[config.mk]
export PLATFORM = sky130hd
export DESIGN_NAME = loss_flat
export DESIGN_NICKNAME = d
export VERILOG_FILES = /design/src/rtl/machina_pkg.sv /design/src/rtl/loss_if.sv /design/src/rtl/stream_join.sv /design/src/rtl/loss.sv /design/src/flat_wrapper.sv
export SDC_FILE = /design/constraint.sdc
export NUM_CORES = 1
export LEC_CHECK = 0
export ABC_AREA = 1
export ABC_CLOCK_PERIOD_IN_PS = 3100
export CORE_MARGIN = 5
export CORE_UTILIZATION = 32
export CTS_BUF_LIST = sky130_fd_sc_hd__clkbuf_16
export DETAILED_ROUTE_END_ITERATION = 12
export RECOVER_POWER = 100
export SETUP_SLACK_MARGIN = 0.02
export SYNTH_ARGS = -nofsm -noshare
export SYNTH_HDL_FRONTEND = slang
export SYNTH_SLANG_ARGS = --single-unit
[constraint.sdc]
create_clock -name clk -period 3.1 [get_ports clk]
set_input_delay 0.62 -clock clk [delete_from_list [all_inputs] [get_ports clk]]
set_output_delay 0.62 -clock clk [all_outputs]
set_load 0.03 [all_outputs]
[src/rtl/machina_pkg.sv]
// machina_pkg: shared widths for the perceptron and loss stages plus loss error-register states
package machina_pkg;
  localparam int DEF_RES_WIDTH = 8;
  localparam int DEF_ERR_WIDTH = 16;
  localparam int DEF_SUM_WIDTH = 24;
  localparam int DEF_EPOCH = 4;
  localparam int PCP_OUT_WIDTH = DEF_RES_WIDTH;
  localparam int PCP_ERR_WIDTH = DEF_ERR_WIDTH;
  typedef enum logic {ERR_EMPTY, ERR_FULL} err_state_t;
endpackage

[src/rtl/loss_if.sv]
// loss_if: result/target join, error stream and epoch-sum stream of the loss stage
interface loss_if import machina_pkg::*; #(
  parameter int RES_WIDTH = DEF_RES_WIDTH,
  parameter int ERR_WIDTH = DEF_ERR_WIDTH,
  parameter int SUM_WIDTH = DEF_SUM_WIDTH
);
  logic en;
  logic res_valid, res_ready, tgt_valid, tgt_ready;
  logic [RES_WIDTH-1:0] res_data, tgt_data;
  logic err_valid, err_ready;
  logic [ERR_WIDTH-1:0] err_data;
  logic sum_valid, sum_ready;
  logic [SUM_WIDTH-1:0] sum_data;
  modport slave(
    input en, res_valid, res_data, tgt_valid, tgt_data, err_ready, sum_ready,
    output res_ready, tgt_ready, err_valid, err_data, sum_valid, sum_data
  );
  modport master(
    output en, res_valid, res_data, tgt_valid, tgt_data, err_ready, sum_ready,
    input res_ready, tgt_ready, err_valid, err_data, sum_valid, sum_data
  );
endinterface

[src/rtl/stream_join.sv]
// stream_join: two-input valid/ready join; both sides transfer together when accept allows
module stream_join (
  input  logic a_valid,
  input  logic b_valid,
  input  logic accept,
  output logic a_ready,
  output logic b_ready,
  output logic fire
);
  assign a_ready = b_valid && accept;
  assign b_ready = a_valid && accept;
  assign fire = a_valid && b_valid && accept;
endmodule

[src/rtl/loss.sv]
// loss: signed training error tgt-res with per-epoch saturating absolute-error sum
module loss import machina_pkg::*; #(
  parameter int RES_WIDTH = DEF_RES_WIDTH,
  parameter int ERR_WIDTH = DEF_ERR_WIDTH,
  parameter int EPOCH = DEF_EPOCH,
  parameter int SUM_WIDTH = DEF_SUM_WIDTH
) (
  input logic clk,
  input logic rst,
  loss_if.slave bus
);
  localparam int CW = EPOCH > 1 ? $clog2(EPOCH) : 1;
  err_state_t state, state_nxt;
  logic [CW-1:0] count;
  logic [SUM_WIDTH-1:0] acc, sum_q, acc_sat;
  logic [SUM_WIDTH:0] wide;
  logic [ERR_WIDTH-1:0] err_q, e;
  logic [RES_WIDTH-1:0] mag;
  logic sum_v, last, accept, fire;
  assign last = count == CW'(EPOCH - 1);
  // the final pair of an epoch waits only while an untaken sum would be overwritten
  assign accept = (state == ERR_EMPTY || bus.err_ready) && !(last && sum_v && !bus.sum_ready);
  stream_join u_join (
    .a_valid(bus.res_valid),
    .b_valid(bus.tgt_valid),
    .accept (accept),
    .a_ready(bus.res_ready),
    .b_ready(bus.tgt_ready),
    .fire   (fire)
  );
  assign e = {{(ERR_WIDTH-RES_WIDTH){1'b0}}, bus.tgt_data} - {{(ERR_WIDTH-RES_WIDTH){1'b0}}, bus.res_data};
  assign mag = bus.tgt_data >= bus.res_data ? bus.tgt_data - bus.res_data : bus.res_data - bus.tgt_data;
  assign wide = {1'b0, acc} + (SUM_WIDTH+1)'(mag);
  assign acc_sat = wide[SUM_WIDTH] ? '1 : wide[SUM_WIDTH-1:0];
  // error register: a new pair with en reloads, otherwise a taken error empties it
  always_comb state_nxt = fire && bus.en ? ERR_FULL : (bus.err_ready ? ERR_EMPTY : state);
  // error register state
  always_ff @(posedge clk) state <= rst ? ERR_EMPTY : state_nxt;
  // error payload, held while pending even if en drops
  always_ff @(posedge clk)
    if (rst) err_q <= '0;
    else if (fire && bus.en) err_q <= e;
  // epoch accumulator and sum output; a pending sum may be replaced in the edge it is taken
  always_ff @(posedge clk)
    if (rst) begin
      acc <= '0;
      count <= '0;
      sum_v <= 1'b0;
      sum_q <= '0;
    end else begin
      if (fire) begin
        acc <= last ? '0 : acc_sat;
        count <= last ? '0 : count + CW'(1);
      end
      if (fire && last) begin
        sum_v <= 1'b1;
        sum_q <= acc_sat;
      end else if (bus.sum_ready) sum_v <= 1'b0;
    end
  assign bus.err_valid = state == ERR_FULL;
  assign bus.err_data = err_q;
  assign bus.sum_valid = sum_v;
  assign bus.sum_data = sum_q;
endmodule

[src/flat_wrapper.sv]
// flat-port wrapper written by rule: the top's interface ports become plain ports
module loss_flat import machina_pkg::*;
#(
  parameter int RES_WIDTH = DEF_RES_WIDTH,
  parameter int ERR_WIDTH = DEF_ERR_WIDTH,
  parameter int EPOCH = DEF_EPOCH,
  parameter int SUM_WIDTH = DEF_SUM_WIDTH
)
  (clk, rst, bus_en, bus_res_valid, bus_res_data, bus_tgt_valid, bus_tgt_data, bus_err_ready, bus_sum_ready, bus_res_ready, bus_tgt_ready, bus_err_valid, bus_err_data, bus_sum_valid, bus_sum_data);
  loss_if #(.RES_WIDTH(RES_WIDTH), .ERR_WIDTH(ERR_WIDTH), .SUM_WIDTH(SUM_WIDTH)) bus_i ();
  input logic clk;
  input logic rst;
  input wire logic [$bits(bus_i.en)-1:0] bus_en;
  input wire logic [$bits(bus_i.res_valid)-1:0] bus_res_valid;
  input wire logic [$bits(bus_i.res_data)-1:0] bus_res_data;
  input wire logic [$bits(bus_i.tgt_valid)-1:0] bus_tgt_valid;
  input wire logic [$bits(bus_i.tgt_data)-1:0] bus_tgt_data;
  input wire logic [$bits(bus_i.err_ready)-1:0] bus_err_ready;
  input wire logic [$bits(bus_i.sum_ready)-1:0] bus_sum_ready;
  output wire logic [$bits(bus_i.res_ready)-1:0] bus_res_ready;
  output wire logic [$bits(bus_i.tgt_ready)-1:0] bus_tgt_ready;
  output wire logic [$bits(bus_i.err_valid)-1:0] bus_err_valid;
  output wire logic [$bits(bus_i.err_data)-1:0] bus_err_data;
  output wire logic [$bits(bus_i.sum_valid)-1:0] bus_sum_valid;
  output wire logic [$bits(bus_i.sum_data)-1:0] bus_sum_data;
  assign bus_i.en = bus_en;
  assign bus_i.res_valid = bus_res_valid;
  assign bus_i.res_data = bus_res_data;
  assign bus_i.tgt_valid = bus_tgt_valid;
  assign bus_i.tgt_data = bus_tgt_data;
  assign bus_i.err_ready = bus_err_ready;
  assign bus_i.sum_ready = bus_sum_ready;
  assign bus_res_ready = bus_i.res_ready;
  assign bus_tgt_ready = bus_i.tgt_ready;
  assign bus_err_valid = bus_i.err_valid;
  assign bus_err_data = bus_i.err_data;
  assign bus_sum_valid = bus_i.sum_valid;
  assign bus_sum_data = bus_i.sum_data;
  loss #(.RES_WIDTH(RES_WIDTH), .ERR_WIDTH(ERR_WIDTH), .EPOCH(EPOCH), .SUM_WIDTH(SUM_WIDTH)) u_core (.clk(clk), .rst(rst), .bus(bus_i));
endmodule
# Word-level counts from Yosys, hierarchy flattened

Cells that the tools add are included.

Bitwise gates (word level): 1
Reductions and logical operators: 14
Add/subtract/negate cells: 5
Order comparisons: 1
Muxes and demuxes: 8
Eq/ne operators: 1

Operators with widths:

| operator            | number |
|---|---|
| $mux 24             | 2 |
| $add 24x8->25       | 1 |
| $sub 8x8->8         | 2 |
| $logic_and 1x1->1   | 9 |
| $sub 8x8->9         | 1 |
| $ge 8x8->1          | 1 |
| $mux 8              | 1 |
| $mux 1              | 4 |
| $reduce_bool 2->1   | 2 |
| $add 2x1->2 const B | 1 |
| $eq 2x2->1 const B  | 1 |
| $logic_not 1->1     | 2 |
| $mux 2              | 1 |
| $logic_or 1x1->1    | 1 |
| $not 1->1           | 1 |

Word-level logic and storage cells: 36
Register bits: 68
Input bits: 23
Output and inout port bits: 44

# Logic depth before layout (Yosys ltp)

Word-level depth: 8
Depth in mapped cells: 25
Depth with buffers taken out: 23

# Modules after synthesis

From an unflattened synthesis, not the netlist that was laid out.

Cell total of the unflattened synthesis: 671
Area total of the unflattened synthesis: 4290.4 um^2

Modules (own cells, without submodules):

| module      | sequential area each (um^2) | area each (um^2) | cells an instance | instances |
|---|---|---|---|---|
| loss        | 1221.2                      | 4265.3           | 665               | 1 |
| stream_join | 0.0                         | 25.0             | 6                 | 1 |

# Least setup slack after synthesis

Ideal clock, no wire load.

Path type: input-to-reg
From: in bus_tgt_data[0]
To: reg u_core.acc[1]
Stages on the path: 21
Path buffers: 1
Path slack: -0.162 ns
Data arrival time: 3.192 ns
Library setup time: 0.070 ns
Required time: 3.030 ns
Path through: inv_1 ha_1 inv_1 fa_1 nand2_1 nand2_1 nand2_1 nand3_1 o21ai_0 inv_1 fa_1 inv_1 nand3_1 nand3_2 nand2_1 nand3_1 nand3_2 buf_6 nand2_1 nand2_1 a21oi_1

Word-level cells in the longest chain between the ends: 5
Elaborated cells on any way between the ends: 7
Classes of those cells: add/sub (3); order compare (1); mux (3)

Ends and longest elaborated chain:

| item                                      | line               | text |
|---|---|---|
| start: declaration                        | flat_wrapper.sv:17 | `input wire logic [$bits(bus_i.tgt_data)-1:0] bus_tgt_data;` |
| $sub 8x8->8 or $ge 8x8->1 (tied branches) | loss.sv:32         | `assign mag = bus.tgt_data >= bus.res_data ? bus.tgt_data - bus.res_data : bus.res_data - bus.tgt_data;` |
| $mux 8 (*)                                | loss.sv:32         |  |
| $add 24x8->25 (*)                         | loss.sv:33         | `assign wide = {1'b0, acc} + (SUM_WIDTH+1)'(mag);` |
| $mux 24 (*)                               | loss.sv:34         | `assign acc_sat = wide[SUM_WIDTH] ? '1 : wide[SUM_WIDTH-1:0];` |
| $mux 24 (*)                               | loss.sv:52         | `acc <= last ? '0 : acc_sat;` |
| end signal: assignment                    | loss.sv:52         |  |
| end: declaration                          | loss.sv:15         | `logic [SUM_WIDTH-1:0] acc, sum_q, acc_sat;` |

Mark *: on every way between the ends. The rest lies on a longest branch, timed or not.
A chain may end at the register's enable or synchronous reset.

# Worst setup path in the final report

From: in bus_res_data[7]
To: reg u_core.acc[5]

Word-level cells in the longest chain between the ends: 5
Elaborated cells on any way between the ends: 7
Classes of those cells: add/sub (3); order compare (1); mux (3)

Ends and longest elaborated chain:

| item                                      | line               | text |
|---|---|---|
| start: declaration                        | flat_wrapper.sv:15 | `input wire logic [$bits(bus_i.res_data)-1:0] bus_res_data;` |
| $sub 8x8->8 or $ge 8x8->1 (tied branches) | loss.sv:32         |  |
| $mux 8 (*)                                | loss.sv:32         |  |
| $add 24x8->25 (*)                         | loss.sv:33         |  |
| $mux 24 (*)                               | loss.sv:34         |  |
| $mux 24 (*)                               | loss.sv:52         |  |

Marked as above.

==> out/results.tsv <==
metric	value	unit
hp-class	register to register	
start_kind	input port	
path_class	input port to register	
seqPwrFrac	28.7	%
synth-simple-area-share	31.7	%
final_antenna_net_count	0	
numCtsBuffers	9	
netlist_top_cells_area	dfxtp_1 (28%), nand2_1 (16%), inv_1 (9.3%)	
syn_to_final_growth	56.9	%
antenna_cells	0	
ys.flop_type	dfxtp_1	
synth_compound_area_share	14.0	%
reg2reg_setup_slack	1.09	ns
port_buffers	66	
antenna_found_initial	0	
fin_crit	3.11	ns
seqCellArea	0.00122	mm2
first_pass_iters	5	
place_hpwl	8880	um
placed_cells	925	
finalSetupTns	-0.0109	ns
leakage	0.00310	uW
comb_power_share	35.9	%
setup_slack	-0.0109	ns
use_met3	2.71	%
seq_area_frac_synth	28.3	%
place_congestion	0.929	
p_clk_share	35.5	%
rows	42	
cellPowerDensity	426	mW/mm2
synth_nets	706	
timing.final.crit_share	100	%
hold_viol_final	0	
drc_errors	0	
synth.mux.area_fraction	0.261	%
io_pins	67	
synth-async-reset-ratio	0	%
yosysTopAreaCell	dfxtp_1	
grt_max_degree	37	
wl	13300	um
postSynthAreaPerCell	6.57	um2
p_int	1910	uW
syn-cell-area	0.00431	mm2
gr-total-overflow	0	
fin_nets	836	
fin_cells	967	
ys_top_cells_by_count	nand2_1 (179), inv_1 (107), dfxtp_1 (61)	
root_buffer	clkbuf_16	
rsz0062_at_grt	true	
p_sw	969	uW
yosysWarnings	0	
tightestPinTransition	0.677	ns
synthAdderAreaFrac	8.36	%
die_width	126	um
synth_top_family_by_area	simple AND/OR/NAND/NOR gates	
cp.arrival	3.38	ns
start_util	32.5	%
synth-seq-cells	61	
vias	4595	
synth_most_common_cell	nand2_1	
gr-usage-met1	21.4	%
drv_slew	0	
grt_use_total	16.2	%
wl_per_cell	13.7	um
grt_pass1_vias	4435	
violations	setup timing	
cts.sinks	61	
cap_violations	0	
die_height	126	um
drt_iter0_drc	283	
grtUsageMet2	26.9	%
crit_required	3.37	ns
die_area	0.0159	mm2
postSynthCellCount	656	
cts.clk_slew.worst_paths	0.06	ns
h-tree-depth	3	
viasPerCell	4.75	
cp-end-kind	register	
synth.distinct_cells	37	
skew	0.00936	ns
clock_latency	0.34	ns
drive_gt1_share	36.4	%
setup_viol	1	
cp_max_fo	8	
synth_top_area_share	28.3	%
yosys.area_share.xor_xnor	3.25	%
synth-edff-count	0	
cts_tree	built	
peakVddDrop	321	uV
total_power	2880	uW
fmax	321	MHz
outcome	finished, violations left	
grt_pass1_wl	21500	um
switching_share	33.7	%
holdBufCountCts	0	
clockBufferDepth	2	
core	0.0132	mm2
busiest_layer	met2	
multi_input_area	0.00335	mm2
fillers	1241	
maxSlewHeadroom	54.8	%
## metal layers
layer | part of all wire, % | wire [um] | vias to the layer above
li1 | - | - | 2330
met1 | 46 | 6050 | 2141
met2 | 48 | 6420 | 108
met3 | 4.7 | 630 | 16
met4 | 1.4 | 191 | 0
met5 | 0 | 0 | -
## area by class of cell
class	count	area share, %
Multi-Input combinational cell	459	49.5
Timing Repair Buffer	145	18.5
Sequential cell	61	18.1
Inverter	110	6.18
Clock buffer	9	3.33
Tap cell	176	3.26
Clock inverter	7	1.11
## critical path, stage by stage
cell and delay (ns):
clkdlybuf4s15_1 0.17, inv_2 0.04, ha_4 0.27, nand2_2 0.06, nor2_4 0.10, nand4_1 0.18
buf_4 0.21, nand3_4 0.12, buf_4 0.14, o21ai_4 0.06, ha_4 0.29, nand2_1 0.07
nand2_2 0.10, nand3_4 0.10, nand2_2 0.09, nand2_2 0.07, nand2_4 0.11, nand3_4 0.19
nand2_4 0.17, nand2_4 0.06, a21oi_2 0.13
## power groups by stage
stage	Sequential [uW]	Clock (uW)	Combinational, uW
2_1_floorplan	849	0	420
3_3_place_gp	840	0	712
3_5_place_dp	840	0	711
4_1_cts	823	1050	847
5_1_grt	827	1080	1110
6_report	825	1020	1030
## kinds of logic after synthesis
| logic type | after synthesis |
|---|---|
| simple gates | 305 |
| compound gates | 108 |
| buf+inv | 138 |
| mux | 1 |
| fa+ha+maj | 27 |
| flops | 61 |
| xor+xnor | 16 |
## layout by cell type (no fill, tap or decap), types with 4 or more instances in the layout
cell and instances:
a21oi_1 37, a21oi_2 7, buf_2 7, buf_4 67, buf_6 10, clkbuf_16 9, clkbuf_2 7, clkdlybuf4s50_1 50
dfxtp_1 61, ha_1 6, ha_2 4, ha_4 14, inv_1 88, inv_2 20, nand2_1 132, nand2_2 38
nand2_4 12, nand3_1 19, nand3_2 22, nand3_4 18, nand4_1 8, nor2_1 33, nor2_2 8, nor2_4 11
o21a_1 10, o21ai_0 19, o21ai_1 13, o21ai_2 6, o21bai_1 7, xor2_1 8, xor2_2 4
## state kept, by name (all words and copies together), names as in the netlist
signal,flops
u_core.acc,24
u_core.bus.err_data,9
u_core.bus.err_valid,1
u_core.bus.sum_data,24
u_core.count,2
u_core.bus.sum_valid,1
## worst paths after layout
kind	endpoint	startpoint	cells past startpoint
setup reg to reg	u_core.bus.sum_data[17]	u_core.count[0]	10
setup / recovery	u_core.acc[5]	bus_res_data[7]	21
hold reg to reg	u_core.bus.err_data[2]	u_core.bus.err_data[2]	2
hold / removal	u_core.bus.err_data[2]	u_core.bus.err_data[2]	2
## per-stage QoR
stage,utilization [%],hold WS [ns],setup slack [ns],area (um2)
global route,51.0,0.487,-0.161,6760
detailed placement,41.5,0.456,-0.884,5490
global placement,41.5,0.452,-0.858,5490
CTS,47.5,0.461,0.0242,6290
floorplan,-,0.448,0.00923,4380
finish,51.0,0.459,-0.0109,6760
## timing repair
action | CTS | global route
pin swaps | 43 | 68
setup endpoints to repair | 48 | 48
cloned | 2 | 0
endpoints found under the hold margin | 0 | 0
setup buffers | 13 | 11
resized for setup | 130 | 130
(Power assumes the default switching activity.)
